**src/rtl/uart_tx_fifo.sv**
```systemverilog
// UART transmitter with a small byte FIFO in front of it.
// Bytes written on tx_din/tx_wen are queued, then serialized onto tx as
// 8N1 frames (start, 8 data bits LSB first, stop). Frames leave back to
// back while the FIFO still holds data.
`timescale 1ns/1ps
module uart_tx_fifo #(
  parameter int CLKS_PER_BIT = 900,
  parameter int FIFO_DEPTH   = 16,
  parameter int CNT_W        = $clog2(FIFO_DEPTH + 1)
) (
  input  logic             clk,
  input  logic             Rst,
  input  logic [7:0]       tx_din,
  input  logic             tx_wen,
  output logic             tx_full,
  output logic             tx_empty,
  output logic [CNT_W-1:0] tx_count,
  output logic             tx_busy,
  output logic             tx
);

  localparam int PTR_W  = $clog2(FIFO_DEPTH);
  localparam int BAUD_W = (CLKS_PER_BIT > 1) ? $clog2(CLKS_PER_BIT) : 1;
  localparam logic [BAUD_W-1:0] BAUD_LAST = BAUD_W'(CLKS_PER_BIT - 1);
  localparam logic [CNT_W-1:0]  CNT_FULL  = CNT_W'(FIFO_DEPTH);

  typedef enum logic [1:0] {
    IDLE  = 2'd0,
    START = 2'd1,
    DATA  = 2'd2,
    STOP  = 2'd3
  } state_t;

  // FIFO storage and bookkeeping
  logic [7:0]       mem_r [FIFO_DEPTH];
  logic [PTR_W-1:0] wr_ptr_r;
  logic [PTR_W-1:0] rd_ptr_r;
  logic [CNT_W-1:0] count_r;
  logic [CNT_W-1:0] count_s;
  logic             full_r;
  logic             empty_r;
  logic             push_s;
  logic             pop_s;

  // Serializer state
  state_t           state_r;
  state_t           state_s;
  logic [BAUD_W-1:0] baud_r;
  logic [BAUD_W-1:0] baud_s;
  logic [2:0]       bit_idx_r;
  logic [2:0]       bit_idx_s;
  logic [7:0]       shift_r;
  logic [7:0]       shift_s;
  logic             tx_r;
  logic             tx_s;
  logic             busy_r;
  logic             baud_done_s;

  // A full FIFO drops the write outright, even when a pop frees a slot on the same edge.
  assign push_s      = tx_wen & ~full_r;
  assign baud_done_s = (baud_r == BAUD_LAST);

  // Next occupancy from the push/pop pair; pops only happen when not empty.
  always_comb begin
    count_s = count_r;
    case ({push_s, pop_s})
      2'b10:   count_s = count_r + CNT_W'(1);
      2'b01:   count_s = count_r - CNT_W'(1);
      default: count_s = count_r;
    endcase
  end

  // FIFO pointers and registered status flags.
  always_ff @(posedge clk) begin
    if (Rst) begin
      wr_ptr_r <= '0;
      rd_ptr_r <= '0;
      count_r  <= '0;
      full_r   <= 1'b0;
      empty_r  <= 1'b1;
    end else begin
      if (push_s) begin
        wr_ptr_r <= wr_ptr_r + PTR_W'(1);
      end
      if (pop_s) begin
        rd_ptr_r <= rd_ptr_r + PTR_W'(1);
      end
      count_r <= count_s;
      full_r  <= (count_s == CNT_FULL);
      empty_r <= (count_s == CNT_W'(0));
    end
  end

  // FIFO data array; contents need no reset because the pointers discard them.
  always_ff @(posedge clk) begin
    if (push_s && !Rst) begin
      mem_r[wr_ptr_r] <= tx_din;
    end
  end

  // Next-state, baud/bit counters, shift register and line level for the serializer.
  always_comb begin
    state_s   = state_r;
    baud_s    = baud_r + BAUD_W'(1);
    bit_idx_s = bit_idx_r;
    shift_s   = shift_r;
    tx_s      = tx_r;
    pop_s     = 1'b0;
    case (state_r)
      IDLE: begin
        baud_s = '0;
        if (!empty_r) begin
          pop_s     = 1'b1;
          shift_s   = mem_r[rd_ptr_r];
          bit_idx_s = 3'd0;
          state_s   = START;
          tx_s      = 1'b0;
        end else begin
          state_s = IDLE;
          tx_s    = 1'b1;
        end
      end
      START: begin
        if (baud_done_s) begin
          baud_s    = '0;
          bit_idx_s = 3'd0;
          state_s   = DATA;
          tx_s      = shift_r[0];
        end else begin
          tx_s = 1'b0;
        end
      end
      DATA: begin
        if (baud_done_s) begin
          baud_s = '0;
          if (bit_idx_r == 3'd7) begin
            state_s = STOP;
            tx_s    = 1'b1;
          end else begin
            shift_s   = {1'b0, shift_r[7:1]};
            bit_idx_s = bit_idx_r + 3'd1;
            tx_s      = shift_r[1];
          end
        end else begin
          tx_s = shift_r[0];
        end
      end
      STOP: begin
        if (baud_done_s) begin
          baud_s = '0;
          if (!empty_r) begin
            // Chain straight into the next frame with no idle gap.
            pop_s     = 1'b1;
            shift_s   = mem_r[rd_ptr_r];
            bit_idx_s = 3'd0;
            state_s   = START;
            tx_s      = 1'b0;
          end else begin
            state_s = IDLE;
            tx_s    = 1'b1;
          end
        end else begin
          tx_s = 1'b1;
        end
      end
      default: begin
        state_s = IDLE;
        baud_s  = '0;
        tx_s    = 1'b1;
      end
    endcase
  end

  // Serializer registers; tx and busy come straight from flops so the line is glitch-free.
  always_ff @(posedge clk) begin
    if (Rst) begin
      state_r   <= IDLE;
      baud_r    <= '0;
      bit_idx_r <= 3'd0;
      shift_r   <= 8'h00;
      tx_r      <= 1'b1;
      busy_r    <= 1'b0;
    end else begin
      state_r   <= state_s;
      baud_r    <= baud_s;
      bit_idx_r <= bit_idx_s;
      shift_r   <= shift_s;
      tx_r      <= tx_s;
      busy_r    <= (state_s != IDLE);
    end
  end

  assign tx       = tx_r;
  assign tx_busy  = busy_r;
  assign tx_full  = full_r;
  assign tx_empty = empty_r;
  assign tx_count = count_r;

endmodule
```
**config.mk**
```make
export PLATFORM = sky130hd
export DESIGN_NAME = uart_tx_fifo
export DESIGN_NICKNAME = d
export VERILOG_FILES = /design/src/rtl/uart_tx_fifo.sv
export SDC_FILE = /design/constraint.sdc
export NUM_CORES = 1
export LEC_CHECK = 0
export ABC_CLOCK_PERIOD_IN_PS = 7600
export CORE_UTILIZATION = 40
export CTS_CLUSTER_SIZE = 25
export DETAILED_ROUTE_END_ITERATION = 8
export GPL_TIMING_DRIVEN = 0
export MAX_ROUTING_LAYER = met4
export PLACE_DENSITY = 0.6
export RECOVER_POWER = 100
export SETUP_SLACK_MARGIN = 0.05
export SYNTH_ARGS = -nofsm -noshare
export SYNTH_HDL_FRONTEND = slang
export SYNTH_SLANG_ARGS = --single-unit
```
**constraint.sdc**
```tcl
create_clock -name clk -period 7.6 [get_ports clk]
set_clock_uncertainty 0.05 [all_clocks]
set_input_delay 1.14 -clock clk [delete_from_list [all_inputs] [get_ports clk]]
set_output_delay 1.14 -clock clk [all_outputs]
set_load 0.01 [all_outputs]
```
**After elaboration in Yosys (flattened, before gate mapping)**

Memory sizes are Yosys's and may differ from the RTL's. A register that Yosys moved wholly into a read port is not among the register bits.
Index checks and enable logic that the tools add are counted.

- $add $sub $neg: 6
- Multiplexer cells: 33
- Bitwise gates (word level): 2
- Reductions and logical operators: 9
- Equality and inequality tests: 12

Operators by type and width:

| kind | count |
|---|---|
| $mux W8 | 4 |
| $pmux W8 S3 | 1 |
| $pmux W10 S2 | 1 |
| $mux W3 | 5 |
| $pmux W3 S4 | 1 |
| $add A10 B1 Y10 const B | 1 |
| $eq A10 B10 Y1 const B | 1 |
| $mux W1 | 10 |
| $mux W10 | 1 |
| $pmux W5 S2 | 1 |
| $add A4 B1 Y4 const B | 2 |
| $mux W2 | 4 |
| $mux W4 | 2 |
| $ne A2 B2 Y1 const B | 4 |
| $pmux W2 S4 | 1 |
| $reduce_and A4 Y1 | 2 |
| $eq A2 B2 Y1 const B | 3 |
| $add A5 B1 Y5 const B | 1 |
| $eq A5 B5 Y1 const B | 1 |
| $logic_not A5 Y1 | 1 |
| $sub A5 B1 Y5 const B | 1 |
| $eq A2 B1 Y1 const B | 2 |
| $pmux W1 S4 | 1 |
| $add A3 B1 Y3 const B | 1 |
| 10 further kinds | 10 |

- Register bits after elaboration: 40
- Memories kept: 1
- Input port bits: 11
- Output and inout bits: 9
- Memory bits (writable): 128

Memories:

| name | words | bits a word | rd ports | clocked after Yosys merged registers in | write ports | line | source |
|---|---|---|---|---|---|---|---|
| mem_r | 16 | 8 | 1 | 1 | 1 | 35 | `logic [7:0] mem_r [FIFO_DEPTH];` |

**Depth between registers and ports, before layout**

Gate-level depths: netlist (run 1).

- Word-level depth: 6
- Depth in mapped cells: 13
- Gate-level depth less buffers: 12

**Worst setup path before layout (run 1)**

OpenSTA, ideal clock, no wires.

- Path type: input port to flip-flop
- From: input port tx_wen
- To: register empty_r, in the netlist tx_empty
- Setup slack: 4296 ps
- Data arrival time: 3167 ps
- Required time: 7463 ps
- Library setup time: 87 ps
- Stages: 12
- Cells stage by stage: nor2b_1 -> clkbuf_1 -> inv_1 -> ha_1 -> clkbuf_1 -> xor2_1 -> ha_1 -> a21oi_1 -> mux2i_1 -> xor2_1 -> o21ai_0 -> o31ai_1

- Longest elaborated chain between the ends: 4

Ends and longest elaborated chain:

| item | line | source |
|---|---|---|
| start: declaration | 14 | `input logic tx_wen,` |
| $and A1 B1 Y1 (*) | 60 | `assign push_s = tx_wen & ~full_r;` |
| $eq A2 B1 Y1 / $eq A2 B2 Y1 (equally long branches) | 66 | `case ({push_s, pop_s})` |
| $pmux W5 S2 (*) | 66 |  |
| $logic_not A5 Y1 (*) | 90 | `empty_r <= (count_s == CNT_W'(0));` |
| end signal: assignment | 90 |  |
| end: declaration | 41 | `logic empty_r;` |

Every way passes the cells marked *; elsewhere a longest branch is shown, timed or not.
A chain may end at the register's enable or synchronous reset.

**Final worst setup path (run 1)**

- From: register baud_r[0]
- To: register full_r, in the netlist tx_full

- Longest elaborated chain between the ends: 6

Ends and longest elaborated chain:

| item | line | source |
|---|---|---|
| start: declaration | 48 | `logic [BAUD_W-1:0] baud_r;` |
| start signal: assignment | 185 | `baud_r <= baud_s;` |
| $eq A10 B10 Y1 (*) | 61 | `assign baud_done_s = (baud_r == BAUD_LAST);` |
| $mux W1 (*) | 149 | `if (baud_done_s) begin` |
| $pmux W1 S2 (*) | 109 | `case (state_r)` |
| $eq A2 B1 Y1 / $eq A2 B2 Y1 (equally long branches) | 66 |  |
| $pmux W5 S2 (*) | 66 |  |
| $eq A5 B5 Y1 (*) | 89 | `full_r <= (count_s == CNT_FULL);` |
| end signal: assignment | 89 |  |
| end: declaration | 40 | `logic full_r;` |

Marks and branches as above.

==> results of run 1 <==
[cell families (layout without fill, tap and decap cells)]
family | after synthesis | in the layout | share of synthesized area, %
fa+ha+maj | 16 | 16 | 2.76
compound gates | 67 | 67 | 7.36
mux | 59 | 59 | 11.9
xor+xnor | 17 | 17 | 2.05
flops | 172 | 172 | 65.2
buf+inv | 32 | 82 | 1.85
simple gates | 126 | 126 | 8.84
[synthesized netlist by cell type, types with 10 or more instances]
master and number:
a21oi_1 10, clkbuf_1 14, dfxtp_1 44, edfxtp_1 128
ha_1 16, mux2_2 30, mux2i_1 10, mux4_2 19
nand2_1 12, nor2_1 60, nor3_1 14, o21ai_0 12
o22ai_1 14, xor2_1 11
[cell type report]
type / count / area, um2 / area share [%]
well taps: 225 / 282 / 3.40
flip-flops and latches: 172 / 4720 / 57.1
inverters: 9 / 33.8 / 0.408
plain buffers: 23 / 100 / 1.21
clock inverters: 15 / 163 / 1.97
repair buffers: 18 / 180 / 2.18
multi-input cells: 285 / 2360 / 28.6
clock buffers: 17 / 425 / 5.14
[flip-flops by register name, indices dropped and copies added, names as in the netlist, 2 cells and up, named ones only]
name       flops
baud_r        10
bit_idx_r      3
state_r        2
wr_ptr_r       4
mem_r        128
rd_ptr_r       4
tx_count       5
shift_r        8
[critical path, cell delays in order (launching register included)]
cell	delay [ns]
dfxtp_1	0.37
ha_1	0.22
nor3b_1	0.61
a41oi_2	0.22
nor3_1	0.69
ha_1	0.28
clkbuf_1	0.29
xor2_1	0.20
ha_1	0.22
inv_1	0.06
o41ai_1	0.59
xnor2_1	0.17
nor4_1	0.25
[metrics by stage]
step | area (um2) | util (%) | setup slack [ns] | power, mW | hold slack [ns]
finish | 8270 | 47.3 | 3.28 | 2.57 | 0.415
global route | 8270 | 47.3 | 2.88 | 2.69 | 0.439
CTS | 8300 | 47.5 | 3.91 | 2.61 | 0.420
detailed placement | 7710 | 44.1 | 3.47 | 1.75 | 0.405
global placement | 7710 | 44.1 | 3.48 | 1.73 | 0.392
floorplan | 7250 | - | 4.30 | 1.57 | 0.376
[power breakdown]
group / internal [mW] / switching, mW
sequential: 1.06 / 0.0433
combinational: 0.282 / 0.320
clock: 0.490 / 0.374
total: 1.84 / 0.738
[per-layer routing]
metal / track usage [%] / routed length, um / up-vias
met1: 22.4 / 6410 / 2055
met4: 7.22 / 189 / 0
met5: - / 0 / -
met3: 3.22 / 735 / 14
li1: - / - / 1938
met2: 29.5 / 7390 / 77
[worst max-delay path by stage]
stage | startpoint | cells past startpoint | to
after global placement | tx_wen | 13 | tx_empty
after floorplan | tx_wen | 12 | tx_empty
after detailed placement | tx_wen | 13 | tx_empty
after global routing | baud_r[0] | 12 | tx_full
final | baud_r[0] | 12 | tx_full
after CTS | tx_wen | 13 | tx_empty
==> impl_metrics.yaml, run 1 <==
clock_tree:
  cts_tree: "built"
  clkLatencyLatePin_ns: 0.43
  cts_max_path_buffers: 2
  cts_resized: 0
  clock-sinks: 172
  post_cts_buffers: 0
  cts_hold_buf: 0
  cts.htree.levels: 4
  cts_buffers: 17
  root_buffer: "clkbuf_16"
  clkTransAtPathRegs_ns: 0.06
layout:
  fill_cells: 1489
  final_common_cell: "edfxtp_1"
  layout_common_cells: "128 x edfxtp_1, 60 x nor2_1, 44 x dfxtp_1"
  fin_nets: 553
  areaGrowthSynthToFinish_pct: 14.2
  stdcell_count: 764
  diodes: 0
  drive_gt1_share_pct: 19.7
sta:
  rsz0062_at_grt: "false"
  finalSetupViolCount: 0
  finalCritPeriodShare_pct: 56.8
  slew_viol_final: 0
  tightest_slew_ns: 1.12
  worst_slew_margin_rel_pct: 25.2
  hold_violations: 0
  fmax_mhz: 232
  tns_ns: 0
  timing.final.crit_period_ns: 4.32
global_routing:
  grt_pass1_wl_um: 23500
  grt_usage_pct: 18.1
  antenna_found_initial: 0
  grt_max_degree: 17
  grt_overflow_total: 0
  grt_pass1_vias: 4154
placement:
  hpwl_um: 9700
  portBuffers: 18
  gp_congestion: 0.805
  placed_cells: 732
die:
  start_util_pct: 41.5
  design.core.area_um2: 17500
  die_y_um: 137
  io_pins: 20
  die_area_um2: 18700
  fp-row-count: 48
  fp.dieW_um: 137
routing:
  wl_per_cell_um: 19.3
  drt_wl_total_um: 14700
  drtAntennaViolNets: 0
  vias: 4084
  drc: 0
  drt_iter0_markers: 231
  viasPerCell: 5.35
  firstDrtPassIters: 4
outcome:
  status: "complete, no violations"
worst_setup_path:
  endpoint_kind: "flop"
  reg2reg_from: "baud_r[0]"
  path_class: "flop to flop"
  worstPathMaxFanout: 9
  r2r-end: "tx_full"
  reg2reg_slack_ns: 3.28
  critPathArrivalTime_ns: 4.60
  cp-start-kind: "flop"
  crit_required_ns: 7.88
  worstRegToRegCells: 12
yosys:
  netlist_area_um2: 7250
  ys_warn_count: 0
  ys_ff_latch: 172
  synth_cell_types: 54
  avgSynthCellArea_um2: 14.8
  synth_edf_count: 128
  seq_area_frac_synth_pct: 65.2
  synth.top_cell.area_share_pct: 53.0
  syn-num-nets: 516
  async_reset_ff_share_pct: 0
  netlist_instances: 489
  yosysTopAreaCell: "edfxtp_1"
  synth-main-ff-cell: "edfxtp_1"
  synth.area.top_cells: "edfxtp_1 53%, dfxtp_1 12%, mux4_2 5.9%"
worst_hold_path:
  min_from: "baud_r[0]"
  min_to: "baud_r[0]"
  min_path_cells: 1
  min_path_type: "flop to flop"
power_and_ir_drop:
  p_per_area_nw_per_um2: 311
  ir_drop_v: 0.000164
  p_leak_nw: 2.74
flow_run:
  maxCapViolCount: 0
No activity file was read; power rests on OpenSTA's default activity.
==> run 2: changes to the inputs <==
ABC_CLOCK_PERIOD_IN_PS = 4200   (was 7600)
clock period = 4.2 ns   (was 7.6 ns; I/O delays follow)
==> run 2 against run 1 <==
  * Sequential power increased by 80%
  * Non-clock buffer count is the same
  * Setup slack got worse by 2.7 ns
  * Largest power group unchanged
  * Core utilization decreased by 0.21 points
  * Flip-flop and latch count is the same
  * First-iteration DRC count grew 2.2%
  * Register-to-register slack got worse by 2.7 ns
  * Highest routed layer unchanged
  * Wire length rose by 0.20%
  * Worst hold slack about the same
  * Critical path depth unchanged
==> impl_metrics.yaml, run 2 (same netlist as run 1, synthesis figures left out) <==
global_routing:
  grt_overflow_total: 0
  grt_max_degree: 17
  grt_pass1_wl_um: 23500
  grt_pass1_vias: 4154
  antenna_found_initial: 0
  grt_usage_pct: 18.1
clock_tree:
  clkLatencyLatePin_ns: 0.43
  clkTransAtPathRegs_ns: 0.06
  clock-sinks: 172
  root_buffer: "clkbuf_16"
  cts_tree: "built"
  cts_buffers: 17
  post_cts_buffers: 0
  cts.htree.levels: 4
  cts_hold_buf: 0
  cts_resized: 0
  cts_max_path_buffers: 2
layout:
  final_common_cell: "edfxtp_1"
  fin_area_um2: 8240
  largest_reg_flops: 128
  diodes: 0
  biggestRegsByFlops: "mem_r: 128 flops, baud_r: 10 flops, shift_r: 8 flops"
  areaGrowthSynthToFinish_pct: 13.6
  fin_nets: 553
  layout_common_cells: "128 x edfxtp_1, 60 x nor2_1, 44 x dfxtp_1"
  drive_gt1_share_pct: 18.4
  area.sequential_um2: 4720
  fill_cells: 1496
  top_register: "mem_r"
  multi_input_area_um2: 2330
sta:
  slew_viol_final: 0
  finalCritPeriodShare_pct: 85.2
  tightest_slew_ns: 1.09
  rsz0062_at_grt: "false"
  worst_slew_margin_rel_pct: 26.8
  hold_violations: 0
  tns_ns: 0
  finalSetupViolCount: 0
  fmax_mhz: 279
  timing.final.crit_period_ns: 3.58
power_and_ir_drop:
  p_int_mw: 3.31
  p_leak_nw: 2.74
  p_seq_share_pct: 43.2
  combPwrFrac_pct: 23.1
  switching_share_pct: 28.6
  switchingPower_mw: 1.33
  ir_drop_v: 0.000293
  p_per_area_nw_per_um2: 563
  clkPwrFrac_pct: 33.7
worst_setup_path:
  crit_path_cell_trace: "ha_1 > nor3b_2 > a41oi_1 > nor3_4 > ha_1 > clkbuf_1 > xor2_1 > ha_1 > inv_1 > o41ai_1 > xnor2_1 > nor4_1"
  crit_required_ns: 4.48
  path_class: "flop to flop"
  critPathArrivalTime_ns: 3.86
  path_common_cell: "ha_1"
  reg2reg_from: "baud_r[0]"
  worstPathMaxFanout: 9
  worst_path_max_delay_cell: "o41ai_1"
  cp-start-kind: "flop"
  endpoint_kind: "flop"
  cpPeakStageDelay_ns: 0.59
  critical_path.startpoint: "baud_r[0]"
routing:
  viasPerCell: 5.34
  drc: 0
  drt_iter0_markers: 236
  firstDrtPassIters: 5
  drt_wl_total_um: 14800
  wl_per_cell_um: 19.3
  vias: 4077
  drtAntennaViolNets: 0
placement:
  portBuffers: 18
  gp_congestion: 0.805
  post_dp_cell_area_um2: 7710
  hpwl_um: 9700
die:
  fp.dieW_um: 137
  start_util_pct: 41.5
  fp-row-count: 48
  design.core.area_um2: 17500
  io_pins: 20
  die_area_um2: 18700
  die_y_um: 137
worst_hold_path:
  min_from: "baud_r[0]"
  min_path_type: "flop to flop"
outcome:
  status: "complete, no violations"
flow_run:
  maxCapViolCount: 0
-- run 2: cell count changes in the layout (fill, tap and decap cells not counted), sizes merged --
cell | previous run | this run
buf | 9 | 7
clkbuf | 31 | 33
-- run 2: area by class of cell --
class	instances	share of cell area (%)
multi-input combinational	285	28.3
sequential	172	57.4
tap	225	3.42
clock buffer	17	5.17
clock inverter	15	1.98
buffer	23	1.19
inverter	9	0.410
timing repair buffer	18	2.19
-- run 2: critical path, delay by kind of cell, from the launching register on --
kind,cells,cell delay [ns]
and+or+nand+nor,3,0.87
AOI/OAI and AO/OA,2,0.83
adders and majority gates,3,0.65
DFF,1,0.37
xor gates and xnor gates,2,0.36
buffers and inverters,2,0.34
-- run 2: per-layer routing --
metal  share of wire [%]  GRT usage (%)  vias to the layer above
met1                  45           22.4                     2060
met2                  51           29.5                       66
met4                 1.3           7.22                        0
li1                    -              -                     1936
met5                   0              -                        -
met3                 3.2           3.22                       15
-- run 2: power by group through the flow --
stage | clock [mW] | sequential (mW) | combinational, mW
after floorplan | 0 | 2.04 | 0.812
after global placement | 0 | 2.04 | 1.10
after detailed placement | 0 | 2.04 | 1.12
after CTS | 1.59 | 2.01 | 1.13
after global routing | 1.65 | 2.02 | 1.19
final | 1.56 | 2.00 | 1.07
-- run 2: worst paths after layout --
path | cells after the start | endpoint | slack (ns)
setup / recovery | 12 | tx_full | 0.62
hold / removal | 1 | baud_r[0] | 0.41
setup reg to reg | 12 | tx_full | 0.62
hold reg to reg | 1 | baud_r[0] | 0.41
-- run 2: through the flow --
stage / util, % / hold slack [ns] / power (mW) / cells / setup WS (ns)
floorplan: - / 0.376 / 2.85 / 489 / 1.20
detailed placement: 44.1 / 0.405 / 3.17 / 732 / 0.578
global placement: 44.1 / 0.392 / 3.14 / 732 / 0.594
global route: 47.1 / 0.439 / 4.85 / 764 / 0.219
CTS: 47.5 / 0.420 / 4.73 / 764 / 0.694
finish: 47.1 / 0.415 / 4.64 / 764 / 0.622
